--- config.mk ---
export PLATFORM = sky130hd
export DESIGN_NAME = cmp_unit_pipe_flat
export DESIGN_NICKNAME = d
export VERILOG_FILES = /design/src/rtl/cmp_unit_pipe_if.sv /design/src/rtl/cmp_unit_pipe.sv /design/src/flat_wrapper.sv
export SDC_FILE = /design/constraint.sdc
export NUM_CORES = 1
export LEC_CHECK = 0
export ABC_CLOCK_PERIOD_IN_PS = 2300
export BUFFER_PORTS_ARGS = -buffer_cell sky130_fd_sc_hd__buf_2
export CAP_MARGIN = 20
export CORE_MARGIN = 4
export CORE_UTILIZATION = 45
export CTS_CLUSTER_SIZE = 12
export DETAILED_ROUTE_END_ITERATION = 8
export MAX_ROUTING_LAYER = met4
export PLACE_DENSITY_LB_ADDON = 0.05
export RECOVER_POWER = 100
export SLEW_MARGIN = 20
export SYNTH_ARGS = -nofsm -noshare
export SYNTH_HDL_FRONTEND = slang
export SYNTH_SLANG_ARGS = --single-unit
--- constraint.sdc ---
create_clock -name clk -period 2.3 [get_ports clk]
set_input_delay 0.69 -clock clk [delete_from_list [all_inputs] [get_ports clk]]
set_output_delay 0.69 -clock clk [all_outputs]
set_load 0.01 [all_outputs]
--- src/rtl/cmp_unit_pipe_if.sv ---
`default_nettype none
// ============================================================================
//  Module      : cmp_unit_pipe_if
//  Description : Handshake and data bundle for cmp_unit_pipe.
//                Input side : a, b, alu_fun, cmp_enable (valid), cmp_ready
//                Output side: cmp_out, cmp_res, cmp_flag (valid), out_ready
//                Statistics : cmp_clear, cmp_count
//                Optional   : cmp_signed (only when CMP_SIGNED_EN is defined)
//                Modports   : master (producer/consumer side), slave (comparator)
//  Revision    : 1.0  initial release
// ============================================================================
interface cmp_unit_pipe_if #(
    parameter int WIDTH     = 8,
    parameter int CNT_WIDTH = 8
);
    logic [WIDTH-1:0]     a;
    logic [WIDTH-1:0]     b;
    logic [2:0]           alu_fun;
    logic                 cmp_enable;
    logic                 cmp_ready;
    logic [3:0]           cmp_out;
    logic [WIDTH-1:0]     cmp_res;
    logic                 cmp_flag;
    logic                 out_ready;
    logic                 cmp_clear;
    logic [CNT_WIDTH-1:0] cmp_count;
`ifdef CMP_SIGNED_EN
    logic                 cmp_signed;
`endif

    modport master (
        output a, b, alu_fun, cmp_enable, out_ready, cmp_clear,
`ifdef CMP_SIGNED_EN
        output cmp_signed,
`endif
        input  cmp_ready, cmp_out, cmp_res, cmp_flag, cmp_count
    );

    modport slave (
        input  a, b, alu_fun, cmp_enable, out_ready, cmp_clear,
`ifdef CMP_SIGNED_EN
        input  cmp_signed,
`endif
        output cmp_ready, cmp_out, cmp_res, cmp_flag, cmp_count
    );
endinterface
`default_nettype wire

--- src/rtl/cmp_unit_pipe.sv ---
`default_nettype none
// ============================================================================
//  Module      : cmp_unit_pipe
//  Description : Two-stage pipelined comparator with valid/ready handshake on
//                both sides and a saturating count of true comparisons.
//                Stage 1 registers operands and function, stage 2 evaluates
//                and registers the result code / selected operand.
//  Ports       : clk   - clock
//                rst_n - asynchronous reset, active low
//                bus   - cmp_unit_pipe_if.slave (operands, handshakes,
//                        results, counter clear/value)
//  Macro       : CMP_SIGNED_EN - adds bus.cmp_signed; selects two's complement
//                ordering for GT/LT/GE/MIN/MAX per operation.
//  Revision    : 1.0  initial release
// ============================================================================
module cmp_unit_pipe #(
    parameter int WIDTH     = 8,
    parameter int CNT_WIDTH = 8
) (
    input  logic            clk,
    input  logic            rst_n,
    cmp_unit_pipe_if.slave  bus
);
    localparam logic [2:0] c_FUN_NOP = 3'b000;
    localparam logic [2:0] c_FUN_EQ  = 3'b001;
    localparam logic [2:0] c_FUN_GT  = 3'b010;
    localparam logic [2:0] c_FUN_LT  = 3'b011;
    localparam logic [2:0] c_FUN_NE  = 3'b100;
    localparam logic [2:0] c_FUN_GE  = 3'b101;
    localparam logic [2:0] c_FUN_MIN = 3'b110;
    localparam logic [2:0] c_FUN_MAX = 3'b111;
    localparam logic [CNT_WIDTH-1:0] c_CNT_ONE = CNT_WIDTH'(1);
    localparam logic [CNT_WIDTH-1:0] c_CNT_MAX = {CNT_WIDTH{1'b1}};

    // Stage 1
    logic                 r_s1_valid;
    logic [WIDTH-1:0]     r_s1_a;
    logic [WIDTH-1:0]     r_s1_b;
    logic [2:0]           r_s1_fun;
    // Stage 2 / outputs
    logic                 r_flag;
    logic [3:0]           r_out;
    logic [WIDTH-1:0]     r_res;
    logic [CNT_WIDTH-1:0] r_cnt;

    logic                 w_s2_adv;
    logic                 w_s1_adv;
    logic [WIDTH-1:0]     w_key_a;
    logic [WIDTH-1:0]     w_key_b;
    logic                 w_eq;
    logic                 w_lt;
    logic                 w_gt;
    logic                 w_true;
    logic [3:0]           w_code;
    logic [WIDTH-1:0]     w_res;

    assign w_s2_adv = !r_flag || bus.out_ready;
    assign w_s1_adv = !r_s1_valid || w_s2_adv;

`ifdef CMP_SIGNED_EN
    logic r_s1_sgn;

    // Flipping the MSB maps two's complement order onto unsigned order,
    // so a single unsigned comparator serves both modes.
    assign w_key_a = {r_s1_a[WIDTH-1] ^ r_s1_sgn, r_s1_a[WIDTH-2:0]};
    assign w_key_b = {r_s1_b[WIDTH-1] ^ r_s1_sgn, r_s1_b[WIDTH-2:0]};
`else
    assign w_key_a = r_s1_a;
    assign w_key_b = r_s1_b;
`endif

    always_ff @(posedge clk or negedge rst_n) begin
        if (!rst_n) begin
            r_s1_valid <= 1'b0;
            r_s1_a     <= '0;
            r_s1_b     <= '0;
            r_s1_fun   <= c_FUN_NOP;
`ifdef CMP_SIGNED_EN
            r_s1_sgn   <= 1'b0;
`endif
        end else if (w_s1_adv) begin
            r_s1_valid <= bus.cmp_enable;
            if (bus.cmp_enable) begin
                r_s1_a   <= bus.a;
                r_s1_b   <= bus.b;
                r_s1_fun <= bus.alu_fun;
`ifdef CMP_SIGNED_EN
                r_s1_sgn <= bus.cmp_signed;
`endif
            end
        end
    end

    assign w_eq = (r_s1_a == r_s1_b);
    assign w_lt = (w_key_a < w_key_b);
    assign w_gt = (w_key_b < w_key_a);

    // w_true marks only the predicate functions; it feeds the match counter.
    always_comb begin
        w_true = 1'b0;
        w_code = 4'd0;
        w_res  = '0;
        case (r_s1_fun)
            c_FUN_EQ:  w_true = w_eq;
            c_FUN_GT:  w_true = w_gt;
            c_FUN_LT:  w_true = w_lt;
            c_FUN_NE:  w_true = !w_eq;
            c_FUN_GE:  w_true = !w_lt;
            c_FUN_MIN: begin
                w_code = 4'd6;
                w_res  = w_gt ? r_s1_b : r_s1_a;   // ties return A
            end
            c_FUN_MAX: begin
                w_code = 4'd7;
                w_res  = w_lt ? r_s1_b : r_s1_a;   // ties return A
            end
            default: ;
        endcase
        // A true predicate reports its own function number as the code.
        if (w_true) begin
            w_code = {1'b0, r_s1_fun};
        end
    end

    always_ff @(posedge clk or negedge rst_n) begin
        if (!rst_n) begin
            r_flag <= 1'b0;
            r_out  <= 4'd0;
            r_res  <= '0;
        end else if (w_s2_adv) begin
            r_flag <= r_s1_valid;
            r_out  <= r_s1_valid ? w_code : 4'd0;
            r_res  <= r_s1_valid ? w_res  : '0;
        end
    end

    // Counts at the moment a result enters stage 2; clear wins over increment.
    always_ff @(posedge clk or negedge rst_n) begin
        if (!rst_n) begin
            r_cnt <= '0;
        end else if (bus.cmp_clear) begin
            r_cnt <= '0;
        end else if (w_s2_adv && r_s1_valid && w_true && (r_cnt != c_CNT_MAX)) begin
            r_cnt <= r_cnt + c_CNT_ONE;
        end
    end

    assign bus.cmp_ready = w_s1_adv;
    assign bus.cmp_out   = r_out;
    assign bus.cmp_res   = r_res;
    assign bus.cmp_flag  = r_flag;
    assign bus.cmp_count = r_cnt;

endmodule
`default_nettype wire

--- src/flat_wrapper.sv ---
// flat-port wrapper written by rule: the top's interface ports become plain ports
module cmp_unit_pipe_flat 
#(
    parameter int WIDTH     = 8,
    parameter int CNT_WIDTH = 8
)
  (clk, rst_n, bus_a, bus_b, bus_alu_fun, bus_cmp_enable, bus_out_ready, bus_cmp_clear, bus_cmp_ready, bus_cmp_out, bus_cmp_res, bus_cmp_flag, bus_cmp_count);
  cmp_unit_pipe_if #(.WIDTH(WIDTH), .CNT_WIDTH(CNT_WIDTH)) bus_i ();
  input  logic clk;
  input  logic rst_n;
  input wire logic [$bits(bus_i.a)-1:0] bus_a;
  input wire logic [$bits(bus_i.b)-1:0] bus_b;
  input wire logic [$bits(bus_i.alu_fun)-1:0] bus_alu_fun;
  input wire logic [$bits(bus_i.cmp_enable)-1:0] bus_cmp_enable;
  input wire logic [$bits(bus_i.out_ready)-1:0] bus_out_ready;
  input wire logic [$bits(bus_i.cmp_clear)-1:0] bus_cmp_clear;
  output wire logic [$bits(bus_i.cmp_ready)-1:0] bus_cmp_ready;
  output wire logic [$bits(bus_i.cmp_out)-1:0] bus_cmp_out;
  output wire logic [$bits(bus_i.cmp_res)-1:0] bus_cmp_res;
  output wire logic [$bits(bus_i.cmp_flag)-1:0] bus_cmp_flag;
  output wire logic [$bits(bus_i.cmp_count)-1:0] bus_cmp_count;
  assign bus_i.a = bus_a;
  assign bus_i.b = bus_b;
  assign bus_i.alu_fun = bus_alu_fun;
  assign bus_i.cmp_enable = bus_cmp_enable;
  assign bus_i.out_ready = bus_out_ready;
  assign bus_i.cmp_clear = bus_cmp_clear;
  assign bus_cmp_ready = bus_i.cmp_ready;
  assign bus_cmp_out = bus_i.cmp_out;
  assign bus_cmp_res = bus_i.cmp_res;
  assign bus_cmp_flag = bus_i.cmp_flag;
  assign bus_cmp_count = bus_i.cmp_count;
  cmp_unit_pipe #(.WIDTH(WIDTH), .CNT_WIDTH(CNT_WIDTH)) u_core (.clk(clk), .rst_n(rst_n), .bus(bus_i));
endmodule
; ---- Word level (Yosys, flattened, before mapping)
; Cells that the tools add are included.
[op_classes]
addsub = 1
magnitude_cmp = 2
n_eq_ne = 9
muxes = 10
reduce_logical = 11
[op_table]
columns = operator, n
row1 = 2-to-1 mux 8 bit, 5
row2 = less-than comparator 8 bit, 2
row3 = case mux 8 bit (2 select lines), 1
row4 = "== test 3 bit, second input constant", 4
row5 = "adder 8 x 1 -> 8 bit, second input constant", 1
row6 = == test 8 bit, 1
row7 = "!= test 8 bit, second input constant", 1
row8 = "== test 3 x 2 -> 1 bit, second input constant", 2
row9 = 2-to-1 mux 3 bit, 2
row10 = case mux 3 bit (2 select lines), 1
row11 = case mux 1 bit (5 select lines), 1
row12 = zero test 1 bit, 4
row13 = "== test 3 x 1 -> 1 bit, second input constant", 1
row14 = logical AND 1 bit, 3
row15 = logical OR 1 bit, 2
row16 = AND reduction 2 bit, 1
row17 = nonzero test 2 bit, 1
[totals]
regBits = 41
inputBits = 24
output_inout_bits = 22

; ---- Depth between registers and ports, before layout
; Gate-level depths: netlist of run 1.
[logic_depth]
ltp_word = 7
mapped_depth = 11

; ---- Least setup slack after synthesis of run 1
; No wires, ideal clock.
[synth_path]
kind = register -> register
start = register u_core.r_s1_b[1]
end = register u_core.r_res[1] (netlist: u_core.bus.cmp_res[1])
setup_ns = 0.116
arrival_ns = 2.033
required_time_ns = 2.184
path_slack_ns = 0.151
stages_incl_launch_ff = 10
synth_period_minus_slack_ns = 2.149
path_cell_list = dfrtp_1 > ha_1 > nor2b_4 > o211ai_2 > a21oi_2 > nor2_1 > mux2i_1 > buf_2 > nand3_1 > o311ai_0
[synth_via]
elab_chain_len = 4
word_cells_on_any_way = 6
cone_classes = order compare (2) / mux (4)
[synth_rtl]
columns = item, line
row1 = "start, declared", cmp_unit_pipe.sv:38  ; logic [WIDTH-1:0] r_s1_b;
row2 = "start signal, assigned", cmp_unit_pipe.sv:85  ; r_s1_b <= bus.b;
row3 = "less-than comparator 8 bit, on equally long branches", "cmp_unit_pipe.sv:95, cmp_unit_pipe.sv:96"
row4 = "2-to-1 mux 8 bit, on equally long branches", "cmp_unit_pipe.sv:115, cmp_unit_pipe.sv:111"
row5 = case mux 8 bit (2 select lines) *, cmp_unit_pipe.sv:103  ; case (r_s1_fun)
row6 = 2-to-1 mux 8 bit *, cmp_unit_pipe.sv:133  ; r_res <= r_s1_valid ? w_res : '0;
row7 = "end signal, assigned", cmp_unit_pipe.sv:133
row8 = "end, declared", cmp_unit_pipe.sv:43  ; logic [WIDTH-1:0] r_res;
; Mark *: on every way between the ends. The rest lies on a longest branch, timed or not.
; A chain may end at the register's enable or synchronous reset.

; ---- Worst setup path in the final report of run 1
[layout_path]
start = register u_core.r_s1_b[1]
end = register u_core.r_cnt[5] (netlist: u_core.bus.cmp_count[5])
[layout_via]
elab_chain_len = 6
word_cells_on_any_way = 9
cone_classes = order compare (2) / eq/ne (1) / mux (1) / reduce/logical (5)
[layout_rtl]
columns = item, line
row1 = less-than comparator 8 bit or == test 8 bit (tied branches), "cmp_unit_pipe.sv:95, cmp_unit_pipe.sv:94"
row2 = "zero test 1 bit, on equally long branches", "cmp_unit_pipe.sv:108, cmp_unit_pipe.sv:107"
row3 = case mux 1 bit (5 select lines) *, cmp_unit_pipe.sv:103
row4 = logical AND 1 bit * (2 in series), cmp_unit_pipe.sv:143  ; end else if (w_s2_adv && r_s1_valid && w_true && (r_cnt != c_CNT_MAX)) begin
row5 = nonzero test 2 bit (no line) *, -
row6 = "end signal, assigned", cmp_unit_pipe.sv:144  ; r_cnt <= r_cnt + c_CNT_ONE;
row7 = "end, declared", cmp_unit_pipe.sv:44  ; logic [CNT_WIDTH-1:0] r_cnt;
; Marked as above.

==> results.toml, run 1 <==
[outcome]
run_status = "finished, final reports clean"

[sta]
finalHoldViolCount = 0
slew_violations = 0
finalCriticalPeriod_ps = 2240
rsz0062_at_grt = "true"
post-route-period-util_pct = 97.5
fin_setup_tns_ps = 0
holdWs_ps = 474
fin_ws_ps = 56.9
worst_slew_pin_slew_ps = 997
fin_worst_skew_ps = 2.03
setup_viol = 0
fmax_mhz = 446
relSlewSlack_pct = 33.6

[grt]
grt_util_met2_pct = 26.6
use_met1_pct = 23.2
use_met3_pct = 4.09
grt-ovfl-total = 0
grt_pass1_vias = 1599
top_usage_layer = "met2"
grt_max_degree = 41
grt_use_total_pct = 17.6
antenna_found_initial = 0
grt_pass1_wl_um = 7310

[logic_synthesis]
synth-edff-count = 0
yosysMostFrequentCell = "dfrtp_1"
synth_compound_area_share_pct = 14.3
synth.area.top_cells = "dfrtp_1 (49%), mux2_2 (10%), ha_1 (5.5%)"
ys_async_sr_fraction_pct = 100
synthXorXnorAreaFrac_pct = 0.428
syn_area_sq_um = 2050
yosysTopAreaCell = "dfrtp_1"
seq_area_frac_synth_pct = 48.9
syn_inst = 187
yosysWarnings = 0
synth_top_area_share_pct = 48.9
synth_top_family_by_area = "simple AND/OR/NAND/NOR gates"
synthSimpleGateAreaFrac_pct = 14.4
synth_adder_area_share_pct = 5.50
avgSynthCellArea_sq_um = 11.0
ys_seq_elements = 40
synthFlopType = "dfrtp_1"
synthTopCellsByCount = "dfrtp_1 (40), mux2_2 (19), nand2_1 (18), a21oi_1 (12)"
muxShareOfSynthArea_pct = 11.9
synth_nets = 220
synth.distinct_cells = 42

[floorplan]
initial_core_util_pct = 46.7
io_pins = 46
die_area_sq_um = 5690
core_area_sq_um = 4380
die_w_um = 75.5
row_count = 24
die_h_um = 75.5

[cts]
clock_path_buffers = 2
h-tree-depth = 2
cts-buffers-inserted = 5
path_clk_slew_ps = 70
cts_tree = "done"
clock-sinks = 40
root_buffer = "clkbuf_8"
hold_buffers = 0
worstSkewPairLatency_ps = 290

[place]
port_buffers = 44
preCtsSetupSlack_ps = -53.0
place.gp.congestion = 0.808
post-dp-hpwl_um = 3190

[power]
p_leak_nw = 1.14
finalPower_w = 0.00191
power_density_nw_per_um2 = 743
peakVddDrop_v = 0.000396

[layout]
syn_to_final_growth_pct = 25.2
antenna_cells = 0
drive_gt1_share_pct = 33.5
final_core_util_pct = 58.5
fin_nets = 277

[detailed_routing]
wl_per_cell_um = 15.4
wl_um = 4570
vias_per_cell = 5.48
drt_first_pass_iters = 5
postRouteAntennaNets = 0
drtIter0Drc = 72
drc = 0
vias = 1629

[min_path]
hold_class = "reg -> reg"

[worst_setup_path]
cp-end-kind = "flip-flop"
crit_path_start_kind = "flip-flop"
required_ps = 2480
criticalPathCategory = "reg -> reg"
crit_arrival_ps = 2420
cp_max_fo = 6

[flow_run]
max-cap-violations = 0
where the power goes:
part / leakage, nW / internal (W) / switching, W / total, W
sequential: 0.503 / 0.000788 / 0.0000745 / 0.000863
combinational: 0.587 / 0.000263 / 0.000299 / 0.000562
clock: 0.0455 / 0.000245 / 0.000236 / 0.000480
path summary, 6_finish.rpt:
check,from,end,slack [ps],depth (start not counted)
worst max-delay path,u_core.r_s1_b[1]$_DFFE_PN0P_,u_core.bus.cmp_count[5]$_DFFE_PN0P_,60,8
min in group asynchronous,rst_n,u_core.r_s1_b[6]$_DFFE_PN0P_,640,2
worst max register to register,u_core.r_s1_b[1]$_DFFE_PN0P_,u_core.bus.cmp_count[5]$_DFFE_PN0P_,60,8
max in group asynchronous,rst_n,u_core.bus.cmp_count[2]$_DFFE_PN0P_,1050,2
worst min register to register,u_core.bus.cmp_out[1]$_DFFE_PN0P_,u_core.bus.cmp_out[1]$_DFFE_PN0P_,470,2
worst min-delay path,u_core.bus.cmp_out[1]$_DFFE_PN0P_,u_core.bus.cmp_out[1]$_DFFE_PN0P_,470,2
logic make-up after synthesis:
group                      count (synthesis)
buffers and inverters                     19
adders and majority gates                  9
xor gates and xnor gates                   1
AOI/OAI and AO/OA                         40
muxes                                     22
other                                      1
DFF                                       40
and+or+nand+nor                           55
metrics by stage:
step | cells | instance area [sq um]
floorplan | 187 | 2050
finish | 297 | 2560
detailed placement | 286 | 2370
CTS | 296 | 2490
global route | 297 | 2560
global placement | 286 | 2370
state kept, by name (all words and copies together) (netlist names):
register and count:
u_core.r_s1_valid 1, u_core.bus.cmp_count 8, u_core.bus.cmp_out 3, u_core.bus.cmp_flag 1, u_core.r_s1_b 8, u_core.r_s1_fun 3
u_core.r_s1_a 8, u_core.bus.cmp_res 8
placed cells by master, fill, tap and decap left out, drive strengths merged, types with 7 or more instances in the layout:
cell type	count
o21ai	7
mux2	19
inv	11
clkbuf	31
nand2	18
o311ai	7
ha	9
buf	34
a21oi	13
dfrtp	40
nand3	11
critical path, stage by stage, from the launching register on:
cell,delay [ps]
dfrtp_1,420
ha_4,280
nor2b_4,130
o211ai_2,130
a2111o_1,410
nand3_2,120
o211ai_2,150
o31a_1,270
o21ba_2,200
routing by layer:
metal / vias up / share of wire, %
met3: 4 / 4.4
met4: 0 / 1.2
li1: 795 / -
met5: - / 0
met2: 43 / 48
met1: 787 / 46
layout make-up:
class                           count  area, sq um
Inverter                           11         41.3
Timing Repair Buffer               57          284
Tap cell                           52         65.1
Fill cell                         392         1820
Sequential cell                    40         1000
Clock buffer                        8         90.1
Multi-Input combinational cell    129         1080
timing repair:
| action | CTS | global route |
|---|---|---|
| pin swaps | 1 | 9 |
| endpoints found under the setup margin | 6 | 9 |
| resized for setup | 2 | 16 |
| setup buffers | 2 | 0 |
| cloned | 0 | 1 |
Power figures use the tool's default switching activity.
==> run 2, diff against run 1 <==
Settings changed: CTS_BUF_LIST set to sky130_fd_sc_hd__clkbuf_16.
==> run 2 against run 1 <==
Net effect:
- flip-flop and latch count did not move
- die area did not move
- largest cell class unchanged
- core utilization barely moved
- critical endpoint is now u_core.bus.cmp_count[6]$_DFFE_PN0P_
==> results.toml, run 2 (same netlist as run 1, synthesis figures left out) <==
[grt]
grt_pass1_wl_um = 7490
antenna_found_initial = 0
grt_use_total_pct = 17.9
grt-ovfl-total = 0
grt_max_degree = 41
grt_pass1_vias = 1603

[worst_setup_path]
crit_path_start_kind = "flip-flop"
crit_arrival_ps = 2430
critPathSlowestCell = "dfrtp_1"
required_ps = 2500
timing.rr.start = "u_core.r_s1_b[1]$_DFFE_PN0P_"
cp_max_fo = 7
crit_path_max_incr_delay_ps = 400
crit_start = "u_core.r_s1_b[1]$_DFFE_PN0P_"
path_cells = "ha_1 > nor2b_4 > o211ai_2 > a21oi_4 > o32ai_4 > o211ai_4 > or3_1 > a21oi_1"
cp-end-kind = "flip-flop"
criticalPathCategory = "reg -> reg"

[detailed_routing]
vias_per_cell = 5.52
vias = 1638
wl_per_cell_um = 15.7
wl_um = 4670
drt_first_pass_iters = 4
postRouteAntennaNets = 0
drtIter0Drc = 89
drc = 0

[sta]
setup_viol = 0
fin_setup_tns_ps = 0
slew_violations = 0
rsz0062_at_grt = "true"
post-route-period-util_pct = 96.9
finalCriticalPeriod_ps = 2230
fin_ws_ps = 71.6
fin_worst_skew_ps = 2.69
fmax_mhz = 449
worst_slew_pin_slew_ps = 1000
relSlewSlack_pct = 33.1
finalHoldViolCount = 0

[power]
peakVddDrop_v = 0.000381
p_leak_nw = 1.16
power_density_nw_per_um2 = 802
finalPower_w = 0.00206

[floorplan]
row_count = 24
die_w_um = 75.5
die_h_um = 75.5
io_pins = 46
die_area_sq_um = 5690
initial_core_util_pct = 46.7
core_area_sq_um = 4380

[cts]
root_buffer = "clkbuf_16"
cts_tree = "done"
clock-sinks = 40
clock_path_buffers = 2
worstSkewPairLatency_ps = 280
path_clk_slew_ps = 60
h-tree-depth = 2
cts-buffers-inserted = 5

[layout]
fin_nets = 277
drive_gt1_share_pct = 31.4
final_cell_mix = "dfrtp_1 (40), buf_2 (24), clkbuf_1 (21)"
antenna_cells = 0
final_common_cell = "dfrtp_1"
syn_to_final_growth_pct = 25.2
fin_area_sq_um = 2560
final_core_util_pct = 58.5

[outcome]
run_status = "finished, final reports clean"

[place]
post-dp-hpwl_um = 3190
place.gp.congestion = 0.808
placed_cell_area_sq_um = 2370
port_buffers = 44
preCtsSetupSlack_ps = -53.0

[min_path]
min_from = "u_core.bus.cmp_out[1]$_DFFE_PN0P_"
hold_class = "reg -> reg"

[flow_run]
max-cap-violations = 0
[run 2: changes by cell type in the layout (fill, tap and decap cells not counted), sizes merged]
cell / delta
clkbuf: -3
clkinv: +1
inv: +2
[run 2: path summary, 6_finish.rpt]
check	end	cells after the start	slack [ps]
worst max-delay path	u_core.bus.cmp_count[6]$_DFFE_PN0P_	8	70
worst min-delay path	u_core.bus.cmp_out[1]$_DFFE_PN0P_	2	470
worst max register to register	u_core.bus.cmp_count[6]$_DFFE_PN0P_	8	70
worst min register to register	u_core.bus.cmp_out[1]$_DFFE_PN0P_	2	470
max in group asynchronous	u_core.bus.cmp_count[6]$_DFFE_PN0P_	2	1030
min in group asynchronous	u_core.r_s1_b[6]$_DFFE_PN0P_	2	660
[run 2: through the flow]
| step | std cells | hold WS [ps] |
|---|---|---|
| floorplan | 187 | 394 |
| global placement | 286 | 448 |
| detailed placement | 286 | 460 |
| CTS | 296 | 473 |
| global route | 297 | 507 |
| finish | 297 | 470 |
[run 2: per-layer routing]
layer	GRT usage, %	up-vias	routed length (um)
li1	-	796	-
met3	3.17	4	268
met5	-	-	0
met1	25.0	779	2140
met2	26.1	59	2210
met4	6.60	0	50
[run 2: final cells by class]
class                   instances  area, sq um
well taps                      52         65.1
repair buffers                 57          284
clock inverters                 3         11.3
clock buffers                   5          125
multi-input cells             129         1040
fillers                       398         1820
flip-flops and latches         40         1000
inverters                      11         41.3
[run 2: worst max-delay path, delay by kind of cell (launching register included)]
family,cells,cell delay [ps]
compound gates,5,930
fa+ha+maj,1,320
flops,1,400
simple gates,2,500
[run 2: timing repair]
| item | CTS | global route |
|---|---|---|
| setup buffers | 1 | 1 |
| setup endpoints to repair | 6 | 10 |
| gates resized for setup | 1 | 13 |
| cloned | 1 | 0 |
| pin swaps | 3 | 4 |
| hold buffers | 0 | 0 |
[run 2: power breakdown]
| group | internal [W] | switching [W] | total, W |
|---|---|---|---|
| Sequential | 0.000789 | 0.0000703 | 0.000860 |
| Combinational | 0.000241 | 0.000296 | 0.000537 |
| Clock | 0.000390 | 0.000268 | 0.000658 |
==> run 3, diff against run 2 <==
Settings changed: PLACE_DENSITY set to 0.71, PLACE_DENSITY_LB_ADDON 0.05 to unset.
==> run 3 against run 2 <==
Net effect:
- die area did not move
- wire length fell by 4.7%
- critical path depth did not move
- largest cell class unchanged
==> results.toml, run 3 (same netlist as run 1, synthesis figures left out) <==
[grt]
grt_use_total_pct = 17.0
grt_pass1_vias = 1566
grt_pass1_wl_um = 6980
antenna_found_initial = 0
grt-ovfl-total = 0
grt_max_degree = 41

[detailed_routing]
vias_per_cell = 5.51
drtIter0Drc = 87
vias = 1637
drc = 0
drt_first_pass_iters = 6
postRouteAntennaNets = 0
wl_um = 4450
wl_per_cell_um = 15.0

[worst_setup_path]
endpoint = "u_core.bus.cmp_count[4]$_DFFE_PN0P_"
r2r_cells = 8
crit_family = "compound AO/OA/AOI/OAI gates"
cp-end-kind = "flip-flop"
timing.rr.start = "u_core.r_s1_b[1]$_DFFE_PN0P_"
cp_max_fo = 7
r2r_slack_ps = 50
crit_path_max_incr_delay_ps = 470
crit_start = "u_core.r_s1_b[1]$_DFFE_PN0P_"
path_buf_inv = 0
required_ps = 2510
critPathSlowestCell = "a2111o_1"
crit_arrival_ps = 2450
crit_path_start_kind = "flip-flop"
path_cells = "ha_4 > nor2b_4 > o211ai_2 > a2111o_1 > nand3_4 > o211ai_4 > or3_1 > a21oi_1"
cp_num_cells = 8
criticalPathCategory = "reg -> reg"
timing.rr.end = "u_core.bus.cmp_count[4]$_DFFE_PN0P_"

[layout]
final_common_cell = "dfrtp_1"
syn_to_final_growth_pct = 28.7
antenna_cells = 0
final_core_util_pct = 60.1
drive_gt1_share_pct = 34.3
fin_cells = 297
multi_input_area_sq_um = 1070
nFillCells = 365
fin_nets = 277
seqCellArea_sq_um = 1000
final_cell_mix = "dfrtp_1 (40), buf_2 (29), mux2_2 (19)"

[power]
internal_power_w = 0.00155
power_switching_share_pct = 29.3
combPwrFrac_pct = 25.7
power_frac_seq_pct = 39.5
p_leak_nw = 1.19
clockPowerShare_pct = 34.8
peakVddDrop_v = 0.000438
power.switching_w = 0.000642
power_density_nw_per_um2 = 831

[sta]
worst_slew_pin_slew_ps = 960
finalCriticalPeriod_ps = 2250
fmax_mhz = 445
slew_violations = 0
holdWs_ps = 477
fin_setup_tns_ps = 0
rsz0062_at_grt = "true"
relSlewSlack_pct = 36.0
finalHoldViolCount = 0
post-route-period-util_pct = 97.6
setup_viol = 0
fin_worst_skew_ps = 5.50

[floorplan]
core_area_sq_um = 4380
row_count = 24
die_w_um = 75.5
die_h_um = 75.5
initial_core_util_pct = 46.7
io_pins = 46
die_area_sq_um = 5690

[cts]
clock_path_buffers = 2
cts_tree = "done"
clock-sinks = 40
worstSkewPairLatency_ps = 280
path_clk_slew_ps = 60
cts-buffers-inserted = 5
h-tree-depth = 2
root_buffer = "clkbuf_16"

[place]
post-dp-hpwl_um = 3090
port_buffers = 44
place.gp.congestion = 0.813
dp_cells = 286

[outcome]
run_status = "finished, final reports clean"

[min_path]
hold_class = "reg -> reg"

[flow_run]
max-cap-violations = 0
-- run 3: changes by cell type in the layout (fill, tap and decap cells not counted), sizes merged --
cell | previous run | this run
clkinv | 1 | 2
bufinv | 0 | 1
buf | 34 | 40
clkbuf | 28 | 22
inv | 13 | 11
-- run 3: how the worst min path moves through the flow --
stage,startpoint,endpoint,slack [ps],depth (start not counted)
2_1_floorplan,rst_n,u_core.bus.cmp_count[0]$_DFFE_PN0P_,390,0
3_3_place_gp,u_core.bus.cmp_out[1]$_DFFE_PN0P_,u_core.bus.cmp_out[1]$_DFFE_PN0P_,450,2
3_5_place_dp,u_core.bus.cmp_out[1]$_DFFE_PN0P_,u_core.bus.cmp_out[1]$_DFFE_PN0P_,460,2
4_1_cts,rst_n,u_core.bus.cmp_res[6]$_DFFE_PN0P_,470,2
5_1_grt,u_core.bus.cmp_out[1]$_DFFE_PN0P_,u_core.bus.cmp_out[1]$_DFFE_PN0P_,490,2
6_report,u_core.bus.cmp_out[1]$_DFFE_PN0P_,u_core.bus.cmp_out[1]$_DFFE_PN0P_,480,2
-- run 3: routing by layer --
layer	global-route usage (%)	wire (um)	vias up
met1	22.1	1980	784
met3	4.35	259	9
met5	-	0	-
li1	-	-	799
met2	25.4	2120	45
met4	6.99	93	0
-- run 3: worst min-delay path: stages, from the launching register on --
cell     delay, ps
dfrtp_1        340
nand2_1         50
nand2_1         50
-- run 3: cell type report --
type                            instances  area share, %
Clock buffer                            5           4.75
Clock inverter                          3           1.42
Inverter                               11           1.57
Multi-Input combinational cell        129           40.7
Sequential cell                        40           38.0
Tap cell                               52           2.47
Timing Repair Buffer                   57           11.1
-- run 3: power groups by stage --
stage	logic [W]	registers, W	clock network, W
floorplan	0.000309	0.000869	0
global placement	0.000469	0.000866	0
detailed placement	0.000480	0.000869	0
CTS	0.000492	0.000857	0.000776
global route	0.000624	0.000876	0.000806
finish	0.000562	0.000865	0.000763
-- run 3: stage by stage --
stage	setup slack (ps)	instance area, sq um	power, W
2_1_floorplan	151	2050	0.00118
3_3_place_gp	48.8	2370	0.00133
3_5_place_dp	-7.78	2370	0.00135
4_1_cts	32.5	2540	0.00213
5_1_grt	-67.6	2640	0.00231
6_report	54.9	2640	0.00219
-- run 3: timing repair --
action                                  in CTS  in global routing
cloned                                       0                  1
buffers inserted                             0                  2
pin swaps                                    0                  7
endpoints found under the setup margin       4                 14
resized for setup                            2                 14
hold buffers                                 0                  0
